File: src/rtl/mdio_arbiter_if.sv
//----------------------------------------------------------------------------
// Module      : mdio_arbiter_if
// Description : Client, MDIO-engine and PHY-status signals of mdio_arbiter.
// Revision    : 1.0  initial release
//----------------------------------------------------------------------------
`default_nettype none
`timescale 1ns/1ps

interface mdio_arbiter_if;
    logic        c0_req;
    logic        c0_we;
    logic [4:0]  c0_addr;
    logic [15:0] c0_wdata;
    logic        c0_done;
    logic [15:0] c0_rdata;
    logic        c0_err;

    logic        c1_req;
    logic        c1_we;
    logic [4:0]  c1_addr;
    logic [15:0] c1_wdata;
    logic        c1_done;
    logic [15:0] c1_rdata;
    logic        c1_err;

    logic [4:0]  mdio_addr;
    logic [15:0] mdio_wr_data;
    logic        mdio_rd_request;
    logic        mdio_wr_request;
    logic        mdio_ready;
    logic [15:0] mdio_rd_data;

    logic [1:0]  speed;
    logic        duplex;
    logic        status_valid;

    // Arbiter side
    modport slave (
        input  c0_req, c0_we, c0_addr, c0_wdata,
        output c0_done, c0_rdata, c0_err,
        input  c1_req, c1_we, c1_addr, c1_wdata,
        output c1_done, c1_rdata, c1_err,
        output mdio_addr, mdio_wr_data, mdio_rd_request, mdio_wr_request,
        input  mdio_ready, mdio_rd_data,
        output speed, duplex, status_valid
    );

    // Clients and engine side
    modport master (
        output c0_req, c0_we, c0_addr, c0_wdata,
        input  c0_done, c0_rdata, c0_err,
        output c1_req, c1_we, c1_addr, c1_wdata,
        input  c1_done, c1_rdata, c1_err,
        input  mdio_addr, mdio_wr_data, mdio_rd_request, mdio_wr_request,
        output mdio_ready, mdio_rd_data,
        input  speed, duplex, status_valid
    );
endinterface

`default_nettype wire

File: src/rtl/mdio_arbiter.sv
//----------------------------------------------------------------------------
// Module      : mdio_arbiter
// Description : Round-robin arbiter of two clients plus a periodic PHY status
//               poll onto a single MDIO engine, with transaction timeout.
// Revision    : 1.0  initial release
//----------------------------------------------------------------------------
`default_nettype none
`timescale 1ns/1ps

module mdio_arbiter #(
    parameter int unsigned POLL_PERIOD = 250000,
    parameter int unsigned POLL_ADDR   = 31,
    parameter int unsigned TIMEOUT     = 1024
) (
    input  wire logic         clock,
    input  wire logic         reset,
    mdio_arbiter_if.slave     bus
);

    localparam logic [2:0] c_IDLE      = 3'd0;
    localparam logic [2:0] c_ISSUE     = 3'd1;
    localparam logic [2:0] c_WAIT_BUSY = 3'd2;
    localparam logic [2:0] c_WAIT_DONE = 3'd3;
    localparam logic [2:0] c_COMPLETE  = 3'd4;

    localparam logic [1:0] c_GNT_C0   = 2'd0;
    localparam logic [1:0] c_GNT_C1   = 2'd1;
    localparam logic [1:0] c_GNT_POLL = 2'd2;

    localparam int              c_TW        = $clog2(TIMEOUT + 1);
    localparam logic [c_TW-1:0] c_T_LAST    = c_TW'(TIMEOUT - 1);
    localparam logic [31:0]     c_POLL_LAST = 32'(POLL_PERIOD - 1);
    localparam logic [4:0]      c_POLL_ADDR = 5'(POLL_ADDR);

    logic [2:0]      r_state;
    logic [2:0]      w_next;
    logic [1:0]      r_grant;
    logic            r_last;
    logic            r_we;
    logic [4:0]      r_addr;
    logic [15:0]     r_wdata;
    logic [15:0]     r_rdata;
    logic            r_err;
    logic [c_TW-1:0] r_tcnt;
    logic [31:0]     r_poll_cnt;
    logic            r_poll_pending;
    logic            r_poll_urgent;
    logic [1:0]      r_speed;
    logic            r_duplex;
    logic            r_status_valid;

    logic            w_arb_valid;
    logic [1:0]      w_arb_grant;
    logic            w_timeout;
    logic            w_poll_wrap;
    logic            w_poll_take;
    logic            w_issue;
    logic            w_done;

    // A poll left pending across a whole period is urgent and beats both clients.
    always_comb begin
        w_arb_valid = 1'b1;
        w_arb_grant = c_GNT_POLL;
        if (r_poll_urgent)
            w_arb_grant = c_GNT_POLL;
        else if (bus.c0_req && bus.c1_req)
            w_arb_grant = r_last ? c_GNT_C0 : c_GNT_C1;
        else if (bus.c0_req)
            w_arb_grant = c_GNT_C0;
        else if (bus.c1_req)
            w_arb_grant = c_GNT_C1;
        else if (r_poll_pending)
            w_arb_grant = c_GNT_POLL;
        else
            w_arb_valid = 1'b0;
    end

    assign w_timeout   = (r_tcnt == c_T_LAST);
    assign w_poll_wrap = (r_poll_cnt == c_POLL_LAST);
    assign w_poll_take = (r_state == c_IDLE) && w_arb_valid && (w_arb_grant == c_GNT_POLL);

    always_ff @(posedge clock) begin
        if (reset) r_state <= c_IDLE;
        else       r_state <= w_next;
    end

    always_comb begin
        w_next = r_state;
        case (r_state)
            c_IDLE:      if (w_arb_valid) w_next = c_ISSUE;
            c_ISSUE:     if (bus.mdio_ready) w_next = c_WAIT_BUSY;
            c_WAIT_BUSY: begin
                if (w_timeout)            w_next = c_COMPLETE;
                else if (!bus.mdio_ready) w_next = c_WAIT_DONE;
            end
            c_WAIT_DONE: if (bus.mdio_ready || w_timeout) w_next = c_COMPLETE;
            c_COMPLETE:  w_next = c_IDLE;
            default:     w_next = c_IDLE;
        endcase
    end

    always_comb begin
        w_issue              = !reset && (r_state == c_ISSUE) && bus.mdio_ready;
        w_done               = !reset && (r_state == c_COMPLETE);
        bus.mdio_addr        = r_addr;
        bus.mdio_wr_data     = r_wdata;
        bus.mdio_rd_request  = w_issue && !r_we;
        bus.mdio_wr_request  = w_issue && r_we;
        bus.c0_done          = w_done && (r_grant == c_GNT_C0);
        bus.c1_done          = w_done && (r_grant == c_GNT_C1);
        bus.c0_rdata         = bus.c0_done ? r_rdata : 16'h0000;
        bus.c1_rdata         = bus.c1_done ? r_rdata : 16'h0000;
        bus.c0_err           = bus.c0_done && r_err;
        bus.c1_err           = bus.c1_done && r_err;
        bus.speed            = r_speed;
        bus.duplex           = r_duplex;
        bus.status_valid     = r_status_valid;
    end

    always_ff @(posedge clock) begin
        if (reset) begin
            r_grant        <= c_GNT_C0;
            r_last         <= 1'b1;
            r_we           <= 1'b0;
            r_addr         <= 5'd0;
            r_wdata        <= 16'h0000;
            r_rdata        <= 16'h0000;
            r_err          <= 1'b0;
            r_tcnt         <= '0;
            r_poll_cnt     <= 32'd0;
            r_poll_pending <= 1'b0;
            r_poll_urgent  <= 1'b0;
            r_speed        <= 2'b00;
            r_duplex       <= 1'b0;
            r_status_valid <= 1'b0;
        end else begin
            r_poll_cnt     <= w_poll_wrap ? 32'd0 : r_poll_cnt + 32'd1;
            r_poll_pending <= !w_poll_take && (r_poll_pending || w_poll_wrap);
            r_poll_urgent  <= !w_poll_take && (r_poll_urgent || (w_poll_wrap && r_poll_pending));

            case (r_state)
                c_IDLE: begin
                    if (w_arb_valid) begin
                        r_grant <= w_arb_grant;
                        case (w_arb_grant)
                            c_GNT_C0: begin
                                r_addr  <= bus.c0_addr;
                                r_we    <= bus.c0_we;
                                r_wdata <= bus.c0_wdata;
                                r_last  <= 1'b0;
                            end
                            c_GNT_C1: begin
                                r_addr  <= bus.c1_addr;
                                r_we    <= bus.c1_we;
                                r_wdata <= bus.c1_wdata;
                                r_last  <= 1'b1;
                            end
                            default: begin
                                r_addr  <= c_POLL_ADDR;
                                r_we    <= 1'b0;
                                r_wdata <= 16'h0000;
                            end
                        endcase
                    end
                end
                c_ISSUE: r_tcnt <= '0;
                c_WAIT_BUSY, c_WAIT_DONE: begin
                    r_tcnt <= r_tcnt + c_TW'(1);
                    if ((r_state == c_WAIT_DONE) && bus.mdio_ready) begin
                        r_rdata <= r_we ? 16'h0000 : bus.mdio_rd_data;
                        r_err   <= 1'b0;
                    end else if (w_timeout) begin
                        r_rdata <= 16'hFFFF;
                        r_err   <= 1'b1;
                    end
                end
                c_COMPLETE: begin
                    // A failed poll invalidates the status but keeps the last known speed/duplex.
                    if (r_grant == c_GNT_POLL) begin
                        if (r_err) begin
                            r_status_valid <= 1'b0;
                        end else begin
                            r_speed        <= r_rdata[6:5];
                            r_duplex       <= r_rdata[3];
                            r_status_valid <= 1'b1;
                        end
                    end
                end
                default: ;
            endcase
        end
    end

endmodule

`default_nettype wire
File: src/flat_wrapper.sv
// flat-port wrapper written by rule: the top's interface ports become plain ports
module mdio_arbiter_flat 
#(
    parameter int unsigned POLL_PERIOD = 250000,
    parameter int unsigned POLL_ADDR   = 31,
    parameter int unsigned TIMEOUT     = 1024
)
  (clock, reset, bus_c0_req, bus_c0_we, bus_c0_addr, bus_c0_wdata, bus_c0_done, bus_c0_rdata, bus_c0_err, bus_c1_req, bus_c1_we, bus_c1_addr, bus_c1_wdata, bus_c1_done, bus_c1_rdata, bus_c1_err, bus_mdio_addr, bus_mdio_wr_data, bus_mdio_rd_request, bus_mdio_wr_request, bus_mdio_ready, bus_mdio_rd_data, bus_speed, bus_duplex, bus_status_valid);
  mdio_arbiter_if bus_i ();
  input  wire logic clock;
  input  wire logic reset;
  input wire logic [$bits(bus_i.c0_req)-1:0] bus_c0_req;
  input wire logic [$bits(bus_i.c0_we)-1:0] bus_c0_we;
  input wire logic [$bits(bus_i.c0_addr)-1:0] bus_c0_addr;
  input wire logic [$bits(bus_i.c0_wdata)-1:0] bus_c0_wdata;
  output wire logic [$bits(bus_i.c0_done)-1:0] bus_c0_done;
  output wire logic [$bits(bus_i.c0_rdata)-1:0] bus_c0_rdata;
  output wire logic [$bits(bus_i.c0_err)-1:0] bus_c0_err;
  input wire logic [$bits(bus_i.c1_req)-1:0] bus_c1_req;
  input wire logic [$bits(bus_i.c1_we)-1:0] bus_c1_we;
  input wire logic [$bits(bus_i.c1_addr)-1:0] bus_c1_addr;
  input wire logic [$bits(bus_i.c1_wdata)-1:0] bus_c1_wdata;
  output wire logic [$bits(bus_i.c1_done)-1:0] bus_c1_done;
  output wire logic [$bits(bus_i.c1_rdata)-1:0] bus_c1_rdata;
  output wire logic [$bits(bus_i.c1_err)-1:0] bus_c1_err;
  output wire logic [$bits(bus_i.mdio_addr)-1:0] bus_mdio_addr;
  output wire logic [$bits(bus_i.mdio_wr_data)-1:0] bus_mdio_wr_data;
  output wire logic [$bits(bus_i.mdio_rd_request)-1:0] bus_mdio_rd_request;
  output wire logic [$bits(bus_i.mdio_wr_request)-1:0] bus_mdio_wr_request;
  input wire logic [$bits(bus_i.mdio_ready)-1:0] bus_mdio_ready;
  input wire logic [$bits(bus_i.mdio_rd_data)-1:0] bus_mdio_rd_data;
  output wire logic [$bits(bus_i.speed)-1:0] bus_speed;
  output wire logic [$bits(bus_i.duplex)-1:0] bus_duplex;
  output wire logic [$bits(bus_i.status_valid)-1:0] bus_status_valid;
  assign bus_i.c0_req = bus_c0_req;
  assign bus_i.c0_we = bus_c0_we;
  assign bus_i.c0_addr = bus_c0_addr;
  assign bus_i.c0_wdata = bus_c0_wdata;
  assign bus_c0_done = bus_i.c0_done;
  assign bus_c0_rdata = bus_i.c0_rdata;
  assign bus_c0_err = bus_i.c0_err;
  assign bus_i.c1_req = bus_c1_req;
  assign bus_i.c1_we = bus_c1_we;
  assign bus_i.c1_addr = bus_c1_addr;
  assign bus_i.c1_wdata = bus_c1_wdata;
  assign bus_c1_done = bus_i.c1_done;
  assign bus_c1_rdata = bus_i.c1_rdata;
  assign bus_c1_err = bus_i.c1_err;
  assign bus_mdio_addr = bus_i.mdio_addr;
  assign bus_mdio_wr_data = bus_i.mdio_wr_data;
  assign bus_mdio_rd_request = bus_i.mdio_rd_request;
  assign bus_mdio_wr_request = bus_i.mdio_wr_request;
  assign bus_i.mdio_ready = bus_mdio_ready;
  assign bus_i.mdio_rd_data = bus_mdio_rd_data;
  assign bus_speed = bus_i.speed;
  assign bus_duplex = bus_i.duplex;
  assign bus_status_valid = bus_i.status_valid;
  mdio_arbiter #(.POLL_PERIOD(POLL_PERIOD), .POLL_ADDR(POLL_ADDR), .TIMEOUT(TIMEOUT)) u_core (.clock(clock), .reset(reset), .bus(bus_i));
endmodule
File: config.mk
export PLATFORM = sky130hd
export DESIGN_NAME = mdio_arbiter_flat
export DESIGN_NICKNAME = d
export VERILOG_FILES = /design/src/rtl/mdio_arbiter_if.sv /design/src/rtl/mdio_arbiter.sv /design/src/flat_wrapper.sv
export SDC_FILE = /design/constraint.sdc
export NUM_CORES = 1
export LEC_CHECK = 0
export CAP_MARGIN = 10
export CORE_UTILIZATION = 35
export CTS_CLUSTER_SIZE = 28
export DETAILED_ROUTE_END_ITERATION = 8
export PLACE_DENSITY_LB_ADDON = 0.25
export SETUP_SLACK_MARGIN = 0.5
export SYNTH_ARGS = -nofsm -noshare
export SYNTH_HDL_FRONTEND = slang
export SYNTH_SLANG_ARGS = --single-unit
File: constraint.sdc
create_clock -name clock -period 2.2 [get_ports clock]
set_input_delay 0.44 -clock clock [delete_from_list [all_inputs] [get_ports clock]]
set_output_delay 0.44 -clock clock [all_outputs]
set_load 0.01 [all_outputs]
==> results.py <==
metrics = {
    "clock_tree": {
        "cts_root_buf": "clkbuf_16",
        "clock_latency_ns": 0.34,
        "numClockSinks": 94,
        "h-tree-depth": 3,
        "cts_tree": "yes",
        "clk_pin_slew_ns": 0.06,
        "numCtsBuffers": 9,
        "clockBufferDepth": 2,
    },
    "power": {
        "p_leak_uw": 0.00312,
        "p_per_area_nw_per_um2": 570,
        "max-vdd-ir-drop_mv": 0.357,
    },
    "detailed_routing": {
        "dr.first_iter.drc_count": 258,
        "drc": 0,
        "finalWirelength_um": 14400,
        "wl_per_cell_um": 15.8,
        "drt_pass1_iterations": 4,
        "viasPerCell": 5.38,
        "vias": 4910,
        "antenna_left": 0,
    },
    "cells_and_area": {
        "nNetsFinal": 802,
        "seqCellArea_um2": 1950,
        "drive_gt1_frac": 0.316,
        "fin_cells": 912,
        "multi_input_area_um2": 2880,
        "syn2layout_area_growth_pct": 58.5,
        "num_antenna_cells": 0,
        "num-fill-cells": 1115,
    },
    "setup_path": {
        "r2r_start": "u_core.r_state[1]",
        "worstPathMaxFanout": 16,
        "startpoint": "u_core.r_state[1]",
        "r2r_end": "u_core.r_grant[1]",
        "endpoint": "bus_c0_rdata[10]",
        "crit_path_start_kind": "flop",
        "r2r_cells": 10,
        "critical_path_class": "reg2out",
        "worstPathArrival_ns": 1.84,
        "setup.worst_path.end_class": "output port",
        "r2r_slack_ns": 0.53,
        "critPathRequiredTime_ns": 1.76,
    },
    "flow_run": {
        "drv_cap": 0,
    },
    "placed_design": {
        "gp_congestion": 0.836,
        "io_buffer_count": 127,
        "place_inst": 849,
        "dp_hpwl_um": 9260,
    },
    "floorplan": {
        "dieArea_um2": 13800,
        "core.rowCount": 41,
        "fp.dieW_um": 117,
        "ios": 128,
        "fp.dieH_um": 117,
        "initial_utilization": 0.365,
        "core_um2": 12800,
    },
    "sta": {
        "timing.final.ws_setup_ns": -0.0822,
        "fmax_mhz": 438,
        "rsz0062_at_grt": "yes",
        "final-setup-viol-count": 9,
        "slew_viol_final": 0,
        "whs_ns": 0.449,
        "min_period_ns": 2.28,
        "worstMarginPinSlew_ns": 0.490,
        "slew_headroom": 0.673,
        "finalCritPeriodShare": 1.04,
        "finalClockSkew_ns": 0.00901,
        "finalHoldViolCount": 0,
    },
    "global_route": {
        "antenna_found_initial": 0,
        "track_usage": 0.205,
        "grt_max_degree": 38,
        "grt_overflow": 0,
        "grt_pass1_wl_um": 23200,
        "grt_pass1_vias": 4734,
    },
    "synthesis": {
        "synth_top_cell_by_area": "dfxtp_1",
        "synthesis.area_um2": 4660,
        "synth_edf_count": 0,
        "ys_seq_area_frac": 0.404,
        "ys_ff_latch": 94,
        "synth_ff_type": "dfxtp_1",
        "synth_nets": 625,
        "synth.area.top_cells": "dfxtp_1 40%, a21oi_1 6.2%, nand2_1 4.8%, o21a_1 4.0%, and4b_1 3.2%",
        "synth_top_cell_area_share": 0.404,
        "synth_area_per_cell_um2": 8.35,
        "synth.distinct_cells": 53,
        "synth_most_common_cell": "dfxtp_1",
        "syn_inst": 558,
        "async_flop_share": 0,
        "yosysWarnings": 0,
        "synth_common_cells": "94 x dfxtp_1, 60 x nand2_1, 58 x a21oi_1",
    },
    "run_status": {
        "violations": "negative setup slack",
        "outcome": "finished with violations",
    },
    "hold_path": {
        "hold_class": "reg2reg",
    },
}
-- cells in the final DEF, fill, tap and decap left out, types with 6 or more instances in the layout --
master	instances
a21oi_1	54
and2_1	8
and2_4	12
and3_1	18
and4b_1	15
buf_12	7
buf_2	27
buf_4	51
buf_6	28
clkbuf_16	9
clkdlybuf4s50_1	73
dfxtp_1	62
dfxtp_2	19
dfxtp_4	13
dlymetal6s2s_1	12
inv_1	8
nand2_1	55
nand3_1	15
nand4_1	11
nor2_1	30
nor3b_1	15
o21a_1	25
o21ai_0	27
o31ai_1	11
or3_1	6
or4_1	12
or4_4	6
xor2_1	8
-- worst max-delay path: stages (launching register included) --
cell and delay [ns]:
dfxtp_1 0.31, nand2b_4 0.14, or4_4 0.44, nor2_4 0.14, buf_12 0.14, buf_4 0.11, and2_4 0.13, buf_6 0.09
-- registers in the layout, indices dropped and copies added (netlist names) --
name                     count
u_core.r_last                1
u_core.r_err                 1
u_core.bus.mdio_wr_data     16
u_core.bus.speed             2
u_core.r_rdata              16
u_core.r_poll_urgent         1
u_core.r_we                  1
u_core.bus.mdio_addr         5
u_core.r_poll_pending        1
u_core.bus.duplex            1
u_core.r_tcnt               11
u_core.bus.status_valid      1
u_core.r_state               3
u_core.r_poll_cnt           32
u_core.r_grant               2
-- routing by layer --
metal	vias up	share of wire	wire, um	global-route usage
li1	2401	-	-	-
met1	2338	0.44	6390	0.251
met2	151	0.49	7010	0.350
met3	20	0.052	748	0.0409
met4	0	0.020	290	0.0828
met5	-	0	0	0
-- report_power, final --
group | switching, uW | total, uW | internal [uW]
Combinational | 347 | 785 | 438
Sequential | 58.7 | 1820 | 1760
Clock | 659 | 1600 | 943
Total | 1060 | 4210 | 3140
-- cell families (layout without fill, tap and decap cells) --
group           Yosys count  in the layout  synth area share
fa+ha+maj                 2              2           0.00537
buf+inv                  49            231            0.0432
xor+xnor                 11             11            0.0207
compound gates          145            145             0.196
flops                    94             94             0.404
mux                       8              8            0.0180
simple gates            249            249             0.313
-- through the flow --
step | utilization | power, uW | area (um2) | setup TNS, ns | setup WS (ns)
floorplan | - | 2160 | 4720 | 0 | 0.326
global placement | 0.493 | 2490 | 6290 | -8.92 | -0.262
detailed placement | 0.493 | 2510 | 6290 | -9.85 | -0.295
CTS | 0.552 | 4220 | 7050 | -1.39 | -0.151
global route | 0.578 | 4380 | 7380 | -2.16 | -0.141
finish | 0.578 | 4210 | 7380 | -0.502 | -0.0822
-- area by class of cell --
cell class | count | area share
inverter | 9 | 0.00458
sequential | 94 | 0.265
multi-input combinational | 415 | 0.390
clock inverter | 5 | 0.00780
timing repair buffer | 206 | 0.270
tap | 172 | 0.0292
clock buffer | 11 | 0.0342
-- worst min-delay path by stage --
stage | slack (ns) | endpoint | start | depth (start not counted)
finish | 0.45 | u_core.r_poll_cnt[0] | u_core.r_poll_cnt[0] | 1
global route | 0.46 | u_core.r_poll_cnt[0] | u_core.r_poll_cnt[0] | 1
CTS | 0.43 | u_core.r_poll_cnt[0] | u_core.r_poll_cnt[0] | 1
detailed placement | 0.45 | u_core.bus.mdio_wr_data[0] | u_core.bus.mdio_wr_data[0] | 2
global placement | 0.43 | u_core.r_poll_cnt[0] | u_core.r_poll_cnt[0] | 1
floorplan | 0.43 | u_core.r_poll_cnt[0] | u_core.r_poll_cnt[0] | 1
-- what timing repair did --
item	in CTS	in global routing
pin swaps	14	13
gates cloned	7	0
hold buffers	0	0
setup endpoints to repair	116	119
setup buffers	26	14
resized for setup	235	76
Power figures use the tool's default switching activity.
